<file path="config.mk">
export PLATFORM = sky130hd
export DESIGN_NAME = spike_event_collector
export DESIGN_NICKNAME = d
export VERILOG_FILES = /design/src/rtl/spike_event_collector.sv
export SDC_FILE = /design/constraint.sdc
export NUM_CORES = 1
export LEC_CHECK = 0
export CORE_ASPECT_RATIO = 0.6
export CORE_MARGIN = 8
export CORE_UTILIZATION = 50
export DETAILED_ROUTE_END_ITERATION = 8
export PLACE_DENSITY = 0.7
export SLEW_MARGIN = 15
export SYNTH_ARGS = -nofsm -noshare
export SYNTH_HDL_FRONTEND = slang
export SYNTH_SLANG_ARGS = --single-unit
export TNS_END_PERCENT = 10
</file>
<file path="constraint.sdc">
create_clock -name Clk -period 6.8 [get_ports Clk]
set_input_delay 1.02 -clock Clk [delete_from_list [all_inputs] [get_ports Clk]]
set_output_delay 1.02 -clock Clk [all_outputs]
set_load 0.005 [all_outputs]
</file>
<file path="src/rtl/spike_event_collector.sv">
// Spike onset detector feeding a timestamped address-event FIFO.
// First-word-fall-through head registers; saturating event/drop stats.
module spike_event_collector #(
    parameter int DEPTH = 8,
    parameter int TS_W  = 16
) (
    input  logic                     Clk,
    input  logic                     Rst,
    input  logic [31:0]              SpikeOut,
    input  logic [31:0]              SourceAddr,
    input  logic                     EvReady,
    input  logic                     ClrStat,
    output logic                     EvValid,
    output logic [31:0]              EvAddr,
    output logic [TS_W-1:0]          EvTime,
    output logic [$clog2(DEPTH):0]   Level,
    output logic [31:0]              EvCount,
    output logic [15:0]              DropCount,
    output logic                     Overflow
);

    localparam int PW = $clog2(DEPTH);
    localparam int LW = PW + 1;
    localparam int EW = TS_W + 32;

    logic [TS_W-1:0] time_q;
    logic            spike_prev_q;
    logic [PW-1:0]   wptr_q, wptr_d;
    logic [PW-1:0]   rptr_q, rptr_d;
    logic [LW-1:0]   level_q, level_d;
    logic [EW-1:0]   head_q, head_d;
    logic [31:0]     ev_cnt_q, ev_cnt_d;
    logic [15:0]     drop_cnt_q, drop_cnt_d;
    logic            ovf_q, ovf_d;
    logic [EW-1:0]   mem_q [DEPTH];

    logic spike_now, onset, pop, full, push, drop;
    logic [EW-1:0] new_ev;

    assign spike_now = |SpikeOut;
    assign onset     = spike_now & ~spike_prev_q;
    assign pop       = (level_q != '0) & EvReady;
    assign full      = (level_q == LW'(DEPTH));
    assign push      = onset & (~full | pop);
    assign drop      = onset & full & ~pop;
    assign new_ev    = {time_q, SourceAddr};

    // Next-state for pointers, occupancy, head view and statistics
    always_comb begin
        wptr_d     = push ? wptr_q + 1'b1 : wptr_q;
        rptr_d     = pop ? rptr_q + 1'b1 : rptr_q;
        level_d    = level_q + LW'(push) - LW'(pop);
        head_d     = head_q;
        if (level_d != '0) begin
            // A write landing on the new read slot becomes the head directly
            if (push && (wptr_q == rptr_d))
                head_d = new_ev;
            else
                head_d = mem_q[rptr_d];
        end
        ev_cnt_d   = ev_cnt_q;
        drop_cnt_d = drop_cnt_q;
        ovf_d      = ovf_q;
        if (onset && (ev_cnt_q != '1))
            ev_cnt_d = ev_cnt_q + 32'd1;
        if (drop && (drop_cnt_q != '1))
            drop_cnt_d = drop_cnt_q + 16'd1;
        if (drop)
            ovf_d = 1'b1;
        if (ClrStat) begin
            ev_cnt_d   = '0;
            drop_cnt_d = '0;
            ovf_d      = 1'b0;
        end
    end

    // Control, timebase and statistics registers
    always_ff @(posedge Clk or negedge Rst) begin
        if (!Rst) begin
            time_q       <= '0;
            spike_prev_q <= 1'b0;
            wptr_q       <= '0;
            rptr_q       <= '0;
            level_q      <= '0;
            head_q       <= '0;
            ev_cnt_q     <= '0;
            drop_cnt_q   <= '0;
            ovf_q        <= 1'b0;
        end else begin
            time_q       <= time_q + 1'b1;
            spike_prev_q <= spike_now;
            wptr_q       <= wptr_d;
            rptr_q       <= rptr_d;
            level_q      <= level_d;
            head_q       <= head_d;
            ev_cnt_q     <= ev_cnt_d;
            drop_cnt_q   <= drop_cnt_d;
            ovf_q        <= ovf_d;
        end
    end

    // Event storage; contents need no reset since the head is separate
    always_ff @(posedge Clk) begin
        if (push)
            mem_q[wptr_q] <= new_ev;
    end

    assign EvValid   = (level_q != '0);
    assign EvAddr    = head_q[31:0];
    assign EvTime    = head_q[EW-1:32];
    assign Level     = level_q;
    assign EvCount   = ev_cnt_q;
    assign DropCount = drop_cnt_q;
    assign Overflow  = ovf_q;

endmodule

</file>
* Word level (Yosys, flattened, before mapping) *
Memories as Yosys holds them, arrays and structs flattened. A register that Yosys moved wholly into a read port is not among the register bits.
Cells that the tools add are included.

word-level totals
  bits in registers = 76
  memory bits (writable) = 384
  input bits = 68
  memories kept = 1

operators by class
  add/sub/neg operators = 7
  equality and inequality tests = 3
  muxes and demuxes = 9
  bitwise logic cells = 9
  reductions and logical operators = 9

memories
  memory  words  width  read ports  clocked after memory_dff  write ports  line  RTL
  mem_q   8      48     1           1                         1            35    logic [EW-1:0] mem_q [DEPTH];

operators by type and width
  cell                                                              count
  32-bit 2-to-1 mux                                                 2
  16-bit by 1-bit adder with 16-bit output (second input constant)  2
  32-bit by 1-bit adder with 32-bit output (second input constant)  1
  16-bit 2-to-1 mux                                                 2
  32-bit != test (second input constant)                            1
  32-bit OR reduction                                               1
  16-bit != test (second input constant)                            1
  4-bit nonzero test                                                2
  3-bit by 1-bit adder with 3-bit output (second input constant)    2
  2-bit nonzero test                                                3
  1-bit bitwise AND                                                 5
  4-bit by 1-bit adder with 4-bit output                            1
  4-bit == test (second input constant)                             1
  1-bit 2-to-1 mux                                                  4
  4-bit by 1-bit subtractor with 4-bit output                       1
  3-bit 2-to-1 mux                                                  1
  1-bit inverter                                                    3
  1-bit logical AND                                                 2
  1-bit logical NOT                                                 1
  1-bit bitwise OR                                                  1

* Longest topological paths before layout *
  depth after elaboration = 7
  mapped depth = 17

* Worst setup path before layout *
Ideal clock, no wire load.

  kind = input to register
  start = input port SpikeOut[11]
  end = memory mem_q[2][0] (netlist bit) (enable)
  setup time = 0.523 ns
  arrival time = 5.670 ns
  data required time = 6.277 ns
  slack = 0.607 ns
  stages on the path = 7
  path buffers = 0
  path through = nor4_1 and4_1 a21oi_1 and2_1 inv_2 or2_2 nor3b_1

on the way
  cells in the longest elaborated chain, start to end = 5

ends and longest elaborated chain
  item                                    line  RTL
  start, declared                         9     input logic [31:0] SpikeOut,
  32-bit OR reduction                     40    assign spike_now = |SpikeOut;
  1-bit bitwise AND                       41    assign onset = spike_now & ~spike_prev_q;
  1-bit bitwise AND                       44    assign push = onset & (~full | pop);
  1-bit 2-to-1 mux                        104   if (push)
  1-bit 2-to-1 mux (not written as such)  105   mem_q[wptr_q] <= new_ev;
  end, declared                           35

No other way between the ends.

* Final worst setup path *
  start = input port SpikeOut[16]
  end = register head_q[46], read port of mem_q

on the way
  cells in the longest elaborated chain, start to end = 6

ends and longest elaborated chain
  item                                         line  RTL
  32-bit OR reduction                          40
  1-bit bitwise AND                            41
  1-bit bitwise AND                            44
  4-bit by 1-bit adder with 4-bit output       52    level_d = level_q + LW'(push) - LW'(pop);
  4-bit by 1-bit subtractor with 4-bit output  52
  via level_d[3]                               30    logic [LW-1:0] level_q, level_d;
  4-bit nonzero test                           54    if (level_d != '0) begin
  end, declared                                31    logic [EW-1:0] head_q, head_d;

The timed path passes the listed nets, and every way through them passes these cells.
A chain may end at the register's enable or synchronous reset.

==> flow_summary.json <==
{
  "place_hpwl_um": 28400,
  "multi_input_area_mm2": 0.00602,
  "die_x_um": 281,
  "gp_congestion": 0.794,
  "ys_ff_latch": 508,
  "finalCritPeriodShare": 0.667,
  "path_class": "input pin to flop",
  "max-slew-margin-rel": 0.291,
  "rsz0062_at_grt": "no",
  "clock-skew-final_ns": 0.0250,
  "die_h_um": 175,
  "numCtsBuffers": 46,
  "cp-end-kind": "flop",
  "clock_path_buffers": 3,
  "cts_tree": "yes",
  "grt_pass1_vias": 12963,
  "grt_use_met1": 0.287,
  "layout_common_cells": "384 x edfxtp_1, 190 x mux2_2, 168 x clkdlybuf4s50_1, 124 x dfrtp_1, 95 x o22ai_1",
  "drt.antenna.violating_nets": 0,
  "fin_tns_setup_ns": 0,
  "clkLatencyLatePin_ns": 0.57,
  "timing.fmax_mhz": 221,
  "worst_slew_pin_slew_ns": 1.06,
  "synth_warnings": 0,
  "critPathTopFamily": "simple AND/OR/NAND/NOR gates",
  "setup_viol": 0,
  "cp_cell_sequence": "clkdlybuf4s50_1 -> nor4_1 -> and4_1 -> a21oi_1 -> and2_1 -> inv_2 -> ha_1 -> inv_1 -> ha_1 -> a21o_1 -> a21oi_1 -> xor2_1 -> or4_2 -> buf_12 -> o21ai_0 -> o21ai_1",
  "syn-num-nets": 1499,
  "initial_core_util": 0.504,
  "cp-start-kind": "input pin",
  "cp_max_fo": 34,
  "critical_path_arrival_ns": 4.97,
  "cts_root_buffer": "clkbuf_16",
  "vias_per_cell": 5.79,
  "io_buffers": 169,
  "grt-busiest-layer": "met2",
  "seq_area_frac_synth": 0.696,
  "synth_xor_area_frac": 0.0258,
  "io_pins": 170,
  "num_rows": 58,
  "setup_ws_ns": 2.27,
  "finalHoldViolCount": 0,
  "fill_cells": 3139,
  "synth_area_per_cell_um2": 14.8,
  "cts_resized": 0,
  "max_stage_delay_ns": 0.94,
  "drv_cap": 0,
  "wire_per_inst_um": 22.7,
  "dp_slack_ns": 1.44,
  "totalWireLength_um": 49800,
  "core_mm2": 0.0417,
  "synth-edff-count": 384,
  "synthArstFlopShare": 0.244,
  "synth_compound_area_frac": 0.0791,
  "syn-cell-area_mm2": 0.0210,
  "final_nets": 1661,
  "drive_above_1_share": 0.198,
  "antenna_found_initial": 1,
  "route.detailed.drc": 0,
  "met3_usage": 0.0384,
  "outcome": "finished, final reports clean",
  "via_count": 12666,
  "synth_fa_ha_area_frac": 0.00749,
  "grtUsageTotal": 0.201,
  "firstDrtPassIters": 5,
  "final_common_cell": "edfxtp_1",
  "slowest_stage": "or4_2",
  "regArea_mm2": 0.0146,
  "period_needed_ns": 4.53,
  "die_area_mm2": 0.0491,
  "synth_top_family_by_area": "multiplexers",
  "hold-worst-slack_ns": 0.489,
  "synth_ff_type": "edfxtp_1",
  "synthSimpleGateAreaFrac": 0.0671,
  "cts_hold_buf": 0,
  "area_growth_syn_to_layout_pct": 18.6,
  "gr-usage-met2": 0.317,
  "worstPathRequired_ns": 7.24,
  "p_leak_uw": 0.00860,
  "ir_drop_mv": 0.437,
  "final_max_slew_viol_count": 0,
  "synth_cell_types": 54,
  "cts.reportedPaths.clkPinSlew_ns": 0.06,
  "grt_max_degree": 142,
  "synth_cells": 1419,
  "hold_class": "flop to flop",
  "drtIter0Drc": 1222,
  "grt_pass1_wl_um": 77500,
  "p_per_area_mw_per_mm2": 382,
  "synthMuxAreaShare": 0.103,
  "overflow": 0,
  "htreeDepth": 2,
  "path_buf_inv": 4,
  "cts_setup_buffers": 0,
  "clock-sinks": 508
}
tightest hold or removal path: stages, from the launching register on:
cell     delay (ns)
dfrtp_1        0.34
nand2_1        0.05
o21ai_1        0.06
power by group:
| group | internal (µW) | leakage [µW] | switching (µW) |
|---|---|---|---|
| clock network | 1550 | 0.000784 | 1140 |
| logic | 1560 | 0.00266 | 1630 |
| registers | 3530 | 0.00515 | 127 |
cells by family after synthesis:
kind of cell             after synthesis
buffers and inverters                 99
XOR/XNOR                              62
AO/OA/AOI/OAI                        270
adder cells (fa/ha/maj)               12
multiplexers                         192
AND/OR/NAND/NOR                      276
flip-flops                           508
cell usage after synthesis, types with 2 or more instances:
cell / count / area (µm²)
edfxtp_1: 384 / 11500
mux2_2: 190 / 2140
dfrtp_1: 124 / 3100
o22ai_1: 95 / 594
nand2_1: 80 / 300
o21ai_1: 65 / 325
nor2_1: 56 / 210
xnor2_1: 53 / 464
clkbuf_1: 47 / 176
o21a_1: 47 / 353
o21ai_0: 34 / 170
nor4_1: 30 / 188
nand3_1: 25 / 125
buf_2: 22 / 110
inv_1: 16 / 60.1
nand4_1: 15 / 93.8
nor3_1: 13 / 65.1
a21oi_1: 11 / 55.1
ha_1: 11 / 138
and4_1: 9 / 78.8
xor2_1: 9 / 78.8
and3_1: 8 / 50.1
buf_6: 8 / 90.1
and2_1: 7 / 43.8
nor3b_1: 7 / 52.6
nor4b_1: 5 / 43.8
or3_1: 5 / 31.3
a31o_2: 4 / 35.0
nand2b_1: 4 / 25.0
a21o_1: 3 / 22.5
buf_1: 3 / 11.3
nor2b_1: 3 / 18.8
a211o_1: 2 / 17.5
buf_4: 2 / 15.0
mux2i_1: 2 / 20.0
or4_1: 2 / 15.0
through the flow:
stage	instances	area (µm²)	util	power (µW)
after floorplan	1419	21000	-	5850
after global placement	2101	23300	0.559	6830
after detailed placement	2101	23300	0.559	6900
after CTS	2186	24900	0.597	9590
after global routing	2189	25000	0.598	9980
final	2189	25000	0.598	9530
sequential cells by signal, indices dropped and copies added, names as in the netlist:
name / cells
Overflow: 1
rptr_q: 3
wptr_q: 3
EvCount: 32
Level: 4
head_q: 48
time_q: 16
spike_prev_q: 1
mem_q: 384
DropCount: 16
path summary, 6_finish.rpt:
kind	start	end	slack, ns	cells past startpoint
max	SpikeOut[16]	head_q[46]	2.27	16
min	head_q[21]	head_q[21]	0.49	2
max reg2reg	Level[2]	head_q[46]	2.64	12
min reg2reg	head_q[21]	head_q[21]	0.49	2
max in group asynchronous	Rst	time_q[12]	5.07	2
min in group asynchronous	Rst	head_q[14]	0.51	1
cell type report:
cell class,count,area share
diodes,1,0.000100
clock buffers,62,0.0538
clock inverters,23,0.00983
inverters,17,0.00256
multi-input cells,812,0.241
flip-flops and latches,508,0.586
well taps,570,0.0286
repair buffers,196,0.0775
metal layers:
layer / share of wire / routed length [µm]
met5: 0 / 0
met3: 0.061 / 3040
met2: 0.47 / 23500
met1: 0.45 / 22200
met4: 0.022 / 1080
Note: power is estimated with default switching activity, not from simulation.
